**config.mk**
```make
export PLATFORM = sky130hd
export DESIGN_NAME = fp_mult_arbiter_flat
export DESIGN_NICKNAME = d
export VERILOG_FILES = /design/src/rtl/fp_mdp_pkg.sv /design/src/rtl/fp_mult_arbiter_if.sv /design/src/rtl/rr_priority_pick.sv /design/src/rtl/fp_mult_arbiter.sv /design/src/flat_wrapper.sv
export SDC_FILE = /design/constraint.sdc
export NUM_CORES = 1
export LEC_CHECK = 0
export ABC_AREA = 1
export CORE_UTILIZATION = 29
export CTS_CLUSTER_SIZE = 16
export DETAILED_ROUTE_END_ITERATION = 8
export DONT_BUFFER_PORTS = 1
export GPL_ROUTABILITY_DRIVEN = 0
export PLACE_DENSITY_LB_ADDON = 0.15
export RECOVER_POWER = 25
export SYNTH_ARGS = -nofsm -noshare
export SYNTH_HDL_FRONTEND = slang
export SYNTH_SLANG_ARGS = --single-unit
```
**constraint.sdc**
```tcl
create_clock -name clk -period 5.47 [get_ports clk]
set_input_delay 1.094 -clock clk [delete_from_list [all_inputs] [get_ports clk]]
set_output_delay 1.094 -clock clk [all_outputs]
set_load 0.01 [all_outputs]
```
**src/rtl/fp_mdp_pkg.sv**
```systemverilog
// rtl/fp_mdp_pkg.sv - shared MDP datapath types: arbiter state encoding and fp16 constants
package fp_mdp_pkg;

  localparam int FP16_W = 16;
  localparam logic [FP16_W-1:0] FP16_QNAN = 16'h7E00;

  typedef enum logic [1:0] {
    ARB_IDLE    = 2'd0,
    ARB_ISSUE   = 2'd1,
    ARB_WAIT    = 2'd2,
    ARB_RESPOND = 2'd3
  } arb_state_e;

endpackage

```
**src/rtl/fp_mult_arbiter_if.sv**
```systemverilog
// rtl/fp_mult_arbiter_if.sv - requester-side bus of the shared fp16 multiplier arbiter
interface fp_mult_arbiter_if
  import fp_mdp_pkg::*;
#(
  parameter int NUM_REQ = 4,
  parameter int DATA_W  = FP16_W
);

  logic [NUM_REQ-1:0]        req;
  logic [NUM_REQ*DATA_W-1:0] req_a;
  logic [NUM_REQ*DATA_W-1:0] req_b;
  logic [NUM_REQ-1:0]        grant;
  logic [NUM_REQ-1:0]        resp_valid;
  logic [DATA_W-1:0]         resp_z;

  modport master (
    output req, req_a, req_b,
    input  grant, resp_valid, resp_z
  );

  modport slave (
    input  req, req_a, req_b,
    output grant, resp_valid, resp_z
  );

endinterface

```
**src/rtl/rr_priority_pick.sv**
```systemverilog
// rtl/rr_priority_pick.sv - rotate-and-find-first: first set req bit at or after rr_ptr, modulo NUM_REQ
module rr_priority_pick #(
  parameter int NUM_REQ = 4,
  parameter int PTR_W   = 2
) (
  input  logic [NUM_REQ-1:0] req,
  input  logic [PTR_W-1:0]   rr_ptr,
  output logic [NUM_REQ-1:0] gnt_onehot,
  output logic [PTR_W-1:0]   gnt_idx,
  output logic               gnt_valid
);

  logic [PTR_W-1:0] slot;

  always_comb begin
    gnt_onehot = '0;
    gnt_idx    = '0;
    gnt_valid  = 1'b0;
    slot       = '0;
    for (int i = 0; i < NUM_REQ; i++) begin
      slot = PTR_W'((int'(rr_ptr) + i) % NUM_REQ);
      if (!gnt_valid && req[slot]) begin
        gnt_valid        = 1'b1;
        gnt_idx          = slot;
        gnt_onehot[slot] = 1'b1;
      end
    end
  end

endmodule

```
**src/rtl/fp_mult_arbiter.sv**
```systemverilog
// rtl/fp_mult_arbiter.sv - round-robin sequencer sharing one fp16 multiplier among NUM_REQ requesters
// Optional WAIT watchdog enabled by FP_MULT_ARB_TIMEOUT_EN.
module fp_mult_arbiter
  import fp_mdp_pkg::*;
#(
  parameter int NUM_REQ        = 4,
  parameter int DATA_W         = FP16_W,
  parameter int TIMEOUT_CYCLES = 64
) (
  input  logic              clk,
  input  logic              reset,
  fp_mult_arbiter_if.slave  req_bus,
  output logic              mult_start,
  output logic [DATA_W-1:0] mult_a,
  output logic [DATA_W-1:0] mult_b,
  input  logic [DATA_W-1:0] mult_z,
  input  logic              mult_done,
  output logic              busy,
  output logic              err
);

  localparam int PTR_W = $clog2(NUM_REQ);

  if (NUM_REQ < 2 || NUM_REQ > 8) begin : g_bad_num_req
    $error("fp_mult_arbiter: NUM_REQ must be in 2..8");
  end
  if (TIMEOUT_CYCLES < 1 || TIMEOUT_CYCLES > 256) begin : g_bad_timeout
    $error("fp_mult_arbiter: TIMEOUT_CYCLES must fit the 8-bit watchdog");
  end

  arb_state_e         state;
  logic [PTR_W-1:0]   rr_ptr;
  logic [PTR_W-1:0]   gnt_idx;
  logic [NUM_REQ-1:0] pick_onehot;
  logic [PTR_W-1:0]   pick_idx;
  logic               pick_valid;
  logic               timeout_hit;

  rr_priority_pick #(
    .NUM_REQ (NUM_REQ),
    .PTR_W   (PTR_W)
  ) u_pick (
    .req        (req_bus.req),
    .rr_ptr     (rr_ptr),
    .gnt_onehot (pick_onehot),
    .gnt_idx    (pick_idx),
    .gnt_valid  (pick_valid)
  );

`ifdef FP_MULT_ARB_TIMEOUT_EN
  logic [7:0] wd_cnt;

  // Counter idles at zero outside WAIT, so it starts from zero on every WAIT entry.
  always_ff @(posedge clk or negedge reset) begin
    if (!reset) begin
      wd_cnt <= '0;
    end else if (state != ARB_WAIT) begin
      wd_cnt <= '0;
    end else if (!timeout_hit) begin
      wd_cnt <= wd_cnt + 8'd1;
    end
  end

  assign timeout_hit = (state == ARB_WAIT) && (wd_cnt == 8'(TIMEOUT_CYCLES - 1));
`else
  assign timeout_hit = 1'b0;
`endif

  always_ff @(posedge clk or negedge reset) begin
    if (!reset) begin
      state              <= ARB_IDLE;
      rr_ptr             <= '0;
      gnt_idx            <= '0;
      req_bus.grant      <= '0;
      req_bus.resp_valid <= '0;
      req_bus.resp_z     <= '0;
      mult_start         <= 1'b0;
      mult_a             <= '0;
      mult_b             <= '0;
      busy               <= 1'b0;
      err                <= 1'b0;
    end else begin
      case (state)
        ARB_IDLE: begin
          if (pick_valid) begin
            gnt_idx       <= pick_idx;
            req_bus.grant <= pick_onehot;
            mult_a        <= req_bus.req_a[pick_idx*DATA_W +: DATA_W];
            mult_b        <= req_bus.req_b[pick_idx*DATA_W +: DATA_W];
            mult_start    <= 1'b1;
            busy          <= 1'b1;
            state         <= ARB_ISSUE;
          end
        end
        ARB_ISSUE: begin
          mult_start <= 1'b0;
          state      <= ARB_WAIT;
        end
        ARB_WAIT: begin
          // A real result wins over a watchdog expiry landing in the same cycle.
          if (mult_done) begin
            req_bus.resp_z     <= mult_z;
            req_bus.resp_valid <= req_bus.grant;
            state              <= ARB_RESPOND;
          end else if (timeout_hit) begin
            req_bus.resp_z     <= DATA_W'(FP16_QNAN);
            req_bus.resp_valid <= req_bus.grant;
            err                <= 1'b1;
            state              <= ARB_RESPOND;
          end
        end
        ARB_RESPOND: begin
          req_bus.resp_valid <= '0;
          req_bus.grant      <= '0;
          err                <= 1'b0;
          busy               <= 1'b0;
          rr_ptr             <= (gnt_idx == PTR_W'(NUM_REQ - 1)) ? '0 : gnt_idx + PTR_W'(1);
          state              <= ARB_IDLE;
        end
        default: state <= ARB_IDLE;
      endcase
    end
  end

endmodule
```
**src/flat_wrapper.sv**
```systemverilog
// flat-port wrapper written by rule: the top's interface ports become plain ports
module fp_mult_arbiter_flat import fp_mdp_pkg::*;
#(
  parameter int NUM_REQ        = 4,
  parameter int DATA_W         = FP16_W,
  parameter int TIMEOUT_CYCLES = 64
)
  (clk, reset, mult_start, mult_a, mult_b, mult_z, mult_done, busy, err, req_bus_req, req_bus_req_a, req_bus_req_b, req_bus_grant, req_bus_resp_valid, req_bus_resp_z);
  fp_mult_arbiter_if #(.NUM_REQ(NUM_REQ), .DATA_W(DATA_W)) req_bus_i ();
  input  logic clk;
  input  logic reset;
  output logic mult_start;
  output logic [DATA_W-1:0] mult_a;
  output logic [DATA_W-1:0] mult_b;
  input  logic [DATA_W-1:0] mult_z;
  input  logic mult_done;
  output logic busy;
  output logic err;
  input wire logic [$bits(req_bus_i.req)-1:0] req_bus_req;
  input wire logic [$bits(req_bus_i.req_a)-1:0] req_bus_req_a;
  input wire logic [$bits(req_bus_i.req_b)-1:0] req_bus_req_b;
  output wire logic [$bits(req_bus_i.grant)-1:0] req_bus_grant;
  output wire logic [$bits(req_bus_i.resp_valid)-1:0] req_bus_resp_valid;
  output wire logic [$bits(req_bus_i.resp_z)-1:0] req_bus_resp_z;
  assign req_bus_i.req = req_bus_req;
  assign req_bus_i.req_a = req_bus_req_a;
  assign req_bus_i.req_b = req_bus_req_b;
  assign req_bus_grant = req_bus_i.grant;
  assign req_bus_resp_valid = req_bus_i.resp_valid;
  assign req_bus_resp_z = req_bus_i.resp_z;
  fp_mult_arbiter #(.NUM_REQ(NUM_REQ), .DATA_W(DATA_W), .TIMEOUT_CYCLES(TIMEOUT_CYCLES)) u_core (.clk(clk), .reset(reset), .req_bus(req_bus_i), .mult_start(mult_start), .mult_a(mult_a), .mult_b(mult_b), .mult_z(mult_z), .mult_done(mult_done), .busy(busy), .err(err));
endmodule
```
==> qor.log, run 1 <==
[status] run status complete, no violations
[job] count of maximum capacitance violations 0
[drt] total wirelength of the detailed-routed design 12.99 mm
[grt] global-route wire length before repair 20.57 mm
[critical_path] required time at the endpoint of the critical path 5.69 ns
[finish] P&R area growth vs syn 10.26%
[die] Die Footprint 15930 um2
[yosys] portion of synthesized cell area occupied by the leading cell type 35.79%
[critical_path] kind of critical path reg -> reg
[critical_path] worst setup path end u_core.mult_a[0]
[drt] DRT antenna net count 0
[drt] via count of the routed design 4103
[cts] CTS hold repair buffers 0
[grt] vias in the first global route 3991
[power_and_ir_drop] static leakage 2.770 nW
[yosys] synthesized area per cell 6.678 um2
[timing] crit path time final 3.797 ns
[yosys] Net Count, Synth 834
[timing] setup repair after global routing missed its margin no
[timing] Least-Margin Pin Slew 0.8347 ns
[yosys] share of the yosys chip area belonging to registers 35.79%
[yosys] number of distinct library cells after synthesis 31
[cts] htree depth 3
[cts] clock latency on the worst-skew pair 0.33 ns
[die] IO Pins 210
[critical_path] startpoint of the most critical setup path u_core.rr_ptr[0]
[drt] Via density 4.838
[power_and_ir_drop] Final Total Pwr 3.907 mW
[drt] Post-route DRC 0
[cts] Longest Clk Path Bufs 2
[critical_path] crit-path max cell delay 0.71 ns
[critical_path] list of cells traversed by the critical path inv_6, ha_1, inv_1, nand3_1, nand2_1, nand3_4, nand3_2, buf_4, or2_1, nand3_1, nand3_1
[critical_path] register-to-register setup slack 1.67 ns
[yosys] synth top area cells sky130_fd_sc_hd__dfrtp_1 36%, sky130_fd_sc_hd__nand2_1 21%, sky130_fd_sc_hd__nand3_1 13%
[yosys] cell area after technology mapping 4474 um2
[critical_path] most used cell, CP sky130_fd_sc_hd__nand3_1
[grt] overall fraction of global-route tracks in use 16.64%
[timing] worst hold-check slack 0.4522 ns
[yosys] gate count of the mapped netlist 670
[timing] highest clock rate 0.2634 GHz
[die] effective utilization at floorplan 29.54%
[critical_path] Critical Path Fanout Max 48
[critical_path] kind of launch point of the worst setup path flip-flop
[power_and_ir_drop] Max rail drop VDD 0.3136 mV
[placed_design] post-detailed-placement half-perimeter wirelength 9.332 mm
[cts] CTS resizes 0
[cts] clock sink total 64
[timing] number of slew-limit violations in the final report 0
[critical_path] critical path capture point type flip-flop
[cts] clock root cell sky130_fd_sc_hd__clkbuf_16
[timing] Clock Skews 0.007050 ns
[power_and_ir_drop] pwr dens 791.9 nW/um2
[timing] Post-Route Setup TNS 0 ns
[timing] hold violation total from the final report 0
[finish] net count reported at finish 818
[hold_path] Hold Path Class in -> async
[yosys] number of synthesized register bits 64
[grt] Overflow after GRT 0
[yosys] synthesis warning total 0
[cts] CTS tree done
[timing] Final period util 69.42%
[critical_path] beginning of the worst register-to-register path u_core.rr_ptr[0]
[grt] initial antenna violation count 2
[drt] DR pass1 iterations 4
[critical_path] arrival time reported for the critical path endpoint 4.01 ns
[finish] fraction of final layout cells with drive strength greater than 1 6.525%
[cts] post-CTS setup buffer count 0
[critical_path] path depth of the worst reg2reg path 11
[drt] Wirelength per Cell 15.32 um
[die] number of placement rows 45
[die] Horiz. Die Dim 126.2 um
[cts] CTS buffer count 9
[cts] clock transition at the register clock pins on the worst setup and hold paths after CTS 0.06 ns
[yosys] cell type with the largest total area after synthesis sky130_fd_sc_hd__dfrtp_1
[timing] relative slew slack 44.29%
[critical_path] endpoint of the worst-slack reg-to-reg timing path u_core.mult_a[0]
[die] die extent in y 126.2 um
[critical_path] highest-delay cell along the critical path sky130_fd_sc_hd__nand3_2
[drt] Initial DRC Count 256
[finish] most frequent standard cell in the layout excluding fill and tap cells sky130_fd_sc_hd__nand2_1
[grt] maximum number of pins on one net before global-route repair 65
[finish] commonest cells after routing, fill and taps aside 246 x sky130_fd_sc_hd__nand2_1, 116 x sky130_fd_sc_hd__inv_1, 114 x sky130_fd_sc_hd__nand3_1, 64 x sky130_fd_sc_hd__dfrtp_1, 17 x sky130_fd_sc_hd__or2_1
[placed_design] count of buffers inserted at the top-level ports 0
[die] standard cell core area 15150 um2
[timing] final setup violation count 0
layer usage:
metal / track usage, % / wire length, um
met5: 0 / 13
met4: 7.725 / 363
met3: 4.843 / 941
met2: 27.40 / 6028
met1: 19.97 / 5643
Yosys cell counts:
cell	count
sky130_fd_sc_hd__nand3_4	1
sky130_fd_sc_hd__dfrtp_1	64
sky130_fd_sc_hd__nand2_1	246
sky130_fd_sc_hd__or2_1	17
sky130_fd_sc_hd__nand2_4	3
sky130_fd_sc_hd__buf_1	3
sky130_fd_sc_hd__ha_1	13
sky130_fd_sc_hd__o21ai_0	7
sky130_fd_sc_hd__o22ai_1	9
sky130_fd_sc_hd__nand2_2	5
sky130_fd_sc_hd__a21boi_1	1
sky130_fd_sc_hd__buf_4	4
sky130_fd_sc_hd__nand4_1	2
sky130_fd_sc_hd__nor2_1	5
sky130_fd_sc_hd__nor2_8	2
sky130_fd_sc_hd__o211ai_1	5
sky130_fd_sc_hd__nor2_4	5
sky130_fd_sc_hd__clkinv_1	1
sky130_fd_sc_hd__inv_2	3
sky130_fd_sc_hd__clkbuf_1	6
sky130_fd_sc_hd__or2_0	3
sky130_fd_sc_hd__a21oi_1	7
sky130_fd_sc_hd__conb_1	1
sky130_fd_sc_hd__nand3_2	6
sky130_fd_sc_hd__inv_6	1
sky130_fd_sc_hd__o21ai_1	1
sky130_fd_sc_hd__buf_6	2
sky130_fd_sc_hd__a22oi_1	4
sky130_fd_sc_hd__nand3_1	114
sky130_fd_sc_hd__inv_1	116
sky130_fd_sc_hd__buf_2	13
sequential cells by signal, summed over array words and instances (netlist names):
name                       count
u_core.req_bus.resp_z         16
u_core.mult_a                 16
u_core.req_bus.grant           4
u_core.gnt_idx                 2
u_core.state                   2
u_core.mult_start              1
u_core.mult_b                 16
u_core.busy                    1
u_core.req_bus.resp_valid      4
u_core.rr_ptr                  2
worst min-delay path by stage:
| stage | end | start | slack (ns) |
|---|---|---|---|
| 6_report | u_core.mult_a[13] | reset | 0.45 |
| 3_3_place_gp | u_core.gnt_idx[1] | u_core.gnt_idx[1] | 0.51 |
| 2_1_floorplan | u_core.gnt_idx[1] | u_core.gnt_idx[1] | 0.49 |
| 4_1_cts | u_core.mult_a[13] | reset | 0.44 |
| 3_5_place_dp | u_core.gnt_idx[1] | u_core.gnt_idx[1] | 0.53 |
| 5_1_grt | u_core.mult_a[13] | reset | 0.43 |
final cells by class:
| class | count | area, um2 |
|---|---|---|
| flip-flops and latches | 64 | 1602 |
| clock buffers | 12 | 266.5 |
| inverters | 121 | 459.2 |
| fillers | 1655 | 10210 |
| repair buffers | 1 | 7.507 |
| well taps | 188 | 235.2 |
| clock inverters | 4 | 98.84 |
| multi-input cells | 457 | 2262 |
| diodes | 1 | 2.502 |
logic make-up after synthesis:
logic type | count (synthesis) | synth area share [%]
simple gates | 409 | 42.23
buf+inv | 149 | 13.65
flops | 64 | 35.79
compound gates | 34 | 4.614
fa+ha+maj | 13 | 3.635
other cells | 1 | 0.08381
metrics by stage:
stage               setup slack, ns  area [um2]  std cells  utilization [%]
CTS                           1.665        4931        847            32.56
detailed placement            1.666        4566        831            30.14
finish                        1.673        4933        848            32.57
global placement              1.768        4566        831            30.14
global route                  1.278        4931        847            32.56
floorplan                     3.072        4474        670                -
critical path: cells and delay by family (launching register included):
family                     cells  cell delay (ns)
and+or+nand+nor                7             1.78
adders and majority gates      1             0.40
DFF                            1             0.66
buffers and inverters          3             0.80
where the power goes:
group	switching [mW]	internal [mW]	total [mW]	leakage (nW)
clock network	0.221	0.483	0.705	0.179
registers	0.280	0.706	0.986	0.801
logic	1.52	0.696	2.22	1.79
Note: power is estimated with default switching activity, not from simulation.
==> run 2: changes to the inputs <==
clock period = 3.05 ns   (was 5.47 ns; I/O delays follow)
==> run 2 against run 1 <==
  * Worst hold slack worse by 0.061 ns
  * Utilization hardly changed
  * Flip-flop and latch count stayed put
  * Clock-buffer cell count is 1 lower
  * Worst setup slack worse by 1.3 ns
  * Sequential power is 81% higher
  * Critical path type unchanged
  * Highest routed layer is now met4
  * The run now ends with max-capacitance violations, max-slew violations left
  * Critical endpoint is now u_core.mult_b[0]
  * Combinational power is 85% higher
==> qor.log, run 2 (synthesis results as in run 1) <==
[critical_path] register-to-register setup slack 0.36 ns [-1.31 ns]
[grt] initial antenna violation count 0 [-2]
[timing] hold violation total from the final report 0 [unchanged]
[timing] crit path time final 2.687 ns [-1.110 ns]
[critical_path] most used cell, CP sky130_fd_sc_hd__nand2_1
[timing] worst hold-check slack 0.3910 ns [-0.06127 ns]
[drt] Initial DRC Count 157 [-39%]
[critical_path] arrival time reported for the critical path endpoint 2.90 ns [-1.11 ns]
[status] run status complete, but fails checks
[power_and_ir_drop] Max rail drop VDD 0.4671 mV [+49%]
[grt] vias in the first global route 3924 [-1.7%]
[critical_path] crit-path max cell delay 0.52 ns [-0.19 ns]
[finish] P&R area growth vs syn 10.43%
[finish] registers with the most flip-flops u_core.mult_a: 16 flops, u_core.mult_b: 16 flops, u_core.req_bus.resp_z: 16 flops
[timing] Clock Skews 0.003843 ns [-0.003207 ns]
[cts] post-CTS setup buffer count 0 [unchanged]
[critical_path] critical path capture point type flip-flop
[grt] Overflow after GRT 0 [unchanged]
[placed_design] count of buffers inserted at the top-level ports 0 [unchanged]
[grt] overall fraction of global-route tracks in use 16.07% [-0.56 points]
[finish] most frequent standard cell in the layout excluding fill and tap cells sky130_fd_sc_hd__nand2_1
[die] number of placement rows 45 [unchanged]
[timing] Least-Margin Pin Slew 1.639 ns [+0.8039 ns]
[timing] highest clock rate 0.3722 GHz [+41%]
[cts] CTS tree done
[critical_path] endpoint of the worst-slack reg-to-reg timing path u_core.mult_b[0]
[finish] fraction of final layout cells with drive strength greater than 1 7.508% [+0.98 points]
[finish] register cell area after layout 1603 um2 [about the same]
[cts] htree depth 3 [unchanged]
[placed_design] pre-CTS setup slack 0.2565 ns [-1.410 ns]
[critical_path] highest-delay cell along the critical path sky130_fd_sc_hd__dfrtp_1
[finish] net count reported at finish 825 [+0.86%]
[drt] via count of the routed design 4076 [-0.66%]
[grt] maximum number of pins on one net before global-route repair 65 [unchanged]
[hold_path] sink of the worst hold path u_core.req_bus.resp_z[7]
[power_and_ir_drop] static leakage 2.776 nW [+0.24%]
[die] effective utilization at floorplan 29.54% [unchanged]
[placed_design] post-detailed-placement half-perimeter wirelength 9.610 mm [+3.0%]
[timing] number of slew-limit violations in the final report 65 [+65]
[critical_path] kind of critical path reg -> reg
[cts] Longest Clk Path Bufs 2 [unchanged]
[finish] multi-input gate area in the final layout 2262 um2 [unchanged]
[timing] setup repair after global routing missed its margin no
[critical_path] WP buf/inv 3 [unchanged]
[die] IO Pins 210 [unchanged]
[cts] clock sink total 64 [unchanged]
[placed_design] Placed Cells 837 [+0.72%]
[drt] Via density 4.773 [-1.4%]
[timing] relative slew slack -9.239% [-54 points]
[die] die extent in y 126.2 um [unchanged]
[drt] DRT antenna net count 0 [unchanged]
[hold_path] HP Start mult_z[7]
[die] Die Footprint 15930 um2 [unchanged]
[drt] total wirelength of the detailed-routed design 12.52 mm [-3.6%]
[cts] clock latency on the worst-skew pair 0.32 ns [about the same]
[critical_path] beginning of the worst register-to-register path u_core.rr_ptr[1]
[finish] ANT cells 0 [-1]
[timing] Final period util 88.09% [+19 points]
[power_and_ir_drop] pwr dens 1396 nW/um2 [+76%]
[critical_path] required time at the endpoint of the critical path 3.27 ns [-2.42 ns]
[hold_path] worst hold path depth 2
[drt] DR pass1 iterations 4 [unchanged]
[drt] Wirelength per Cell 14.66 um [-4.3%]
[timing] least setup slack across all paths after layout 0.3634 ns [-1.310 ns]
[critical_path] list of cells traversed by the critical path inv_2, ha_1, inv_1, nand3_1, nand2_1, a21oi_1, nand2_1, nand3_2, buf_4, nand2_1, nand3_1, nand2_1, nand2_1, nand2_1
[cts] clock transition at the register clock pins on the worst setup and hold paths after CTS 0.06 ns [about the same]
[job] count of maximum capacitance violations 1 [+1]
[critical_path] path depth of the worst reg2reg path 14 [+3]
[die] standard cell core area 15150 um2 [unchanged]
[status] failing checks max-capacitance violations, max-slew violations
[timing] Post-Route Setup TNS 0 ns [unchanged]
[die] Horiz. Die Dim 126.2 um [unchanged]
[cts] clock root cell sky130_fd_sc_hd__clkbuf_16
[critical_path] Critical Path Fanout Max 34 [-29%]
[finish] fill cell count 1659 [+0.24%]
[finish] commonest cells after routing, fill and taps aside 246 x sky130_fd_sc_hd__nand2_1, 116 x sky130_fd_sc_hd__inv_1, 114 x sky130_fd_sc_hd__nand3_1, 63 x sky130_fd_sc_hd__dfrtp_1, 17 x sky130_fd_sc_hd__or2_1
[grt] global-route wire length before repair 20.04 mm [-2.5%]
[hold_path] Hold Path Class in -> reg
[critical_path] kind of launch point of the worst setup path flip-flop
[critical_path] Worst path top cell family by delay simple AND/OR/NAND/NOR gates
[timing] final setup violation count 0 [unchanged]
[cts] CTS buffer count 9 [unchanged]
[finish] Layout Cells excl Fill 854 [+0.71%]
[drt] Post-route DRC 0 [unchanged]
run 2: cell count changes in the layout (fill, tap and decap cells not counted), sizes merged:
cell | before | now
diode | 1 | 0
clkinv | 2 | 4
clkinvlp | 0 | 1
bufinv | 3 | 1
buf | 1 | 7
run 2: worst max path at each step:
stage | startpoint | end | cells past startpoint
after CTS | u_core.rr_ptr[0] | u_core.mult_a[9] | 14
final | u_core.rr_ptr[1] | u_core.mult_b[0] | 14
after detailed placement | u_core.rr_ptr[0] | u_core.mult_a[9] | 14
after global placement | u_core.rr_ptr[0] | u_core.mult_a[9] | 14
after global routing | u_core.rr_ptr[1] | u_core.mult_a[2] | 14
after floorplan | u_core.rr_ptr[0] | u_core.mult_a[15] | 14
run 2: per-layer routing:
layer  part of all wire (%)  up-vias  track usage [%]
met5                      0        -                0
met4                    1.9        0            7.229
met3                    7.1       15            4.503
met2                     47      166            26.06
met1                     44     1852            19.83
li1                       -     2043                -
run 2: repair_timing:
action / 4_1_cts / 5_1_grt
endpoints found under the hold margin: 64 / 0
resized for setup: 0 / 1
setup endpoints to repair: 0 / 15
hold buffers: 1 / 0
run 2: layout make-up:
type,instances,area share [%]
clock buffer,11,4.913
multi-input combinational,457,45.78
timing repair buffer,8,1.671
clock inverter,5,1.140
inverter,121,9.293
tap,188,4.761
sequential,64,32.44
run 2: metrics by stage:
stage / utilization [%] / total power, mW / area, um2
2_1_floorplan: - / 4.992 / 4474
3_3_place_gp: 30.61 / 5.935 / 4636
3_5_place_dp: 30.61 / 5.969 / 4636
4_1_cts: 32.76 / 7.054 / 4962
5_1_grt: 32.62 / 7.704 / 4941
6_report: 32.62 / 6.899 / 4941
run 2: worst reg2reg max path: cells and delay by family, from the launching register on:
| kind | cells | cell delay [ns] |
|---|---|---|
| AND/OR/NAND/NOR | 9 | 0.83 |
| buffers and inverters | 3 | 0.62 |
| flip-flops | 1 | 0.52 |
| adder cells (fa/ha/maj) | 1 | 0.39 |
| AO/OA/AOI/OAI | 1 | 0.21 |
run 2: power by group:
group	internal, mW	switching (mW)	total [mW]
registers	1.27	0.511	1.78
logic	1.38	2.71	4.10
clock network	0.653	0.370	1.02
total	3.31	3.59	6.90
==> run 3: changes to the inputs <==
CAP_MARGIN = 25   (was unset)
CTS_CLUSTER_DIAMETER = 60   (was unset)
==> results of run 3 <==
Same layout as run 2: the final DEF is identical, and so are final timing and power.
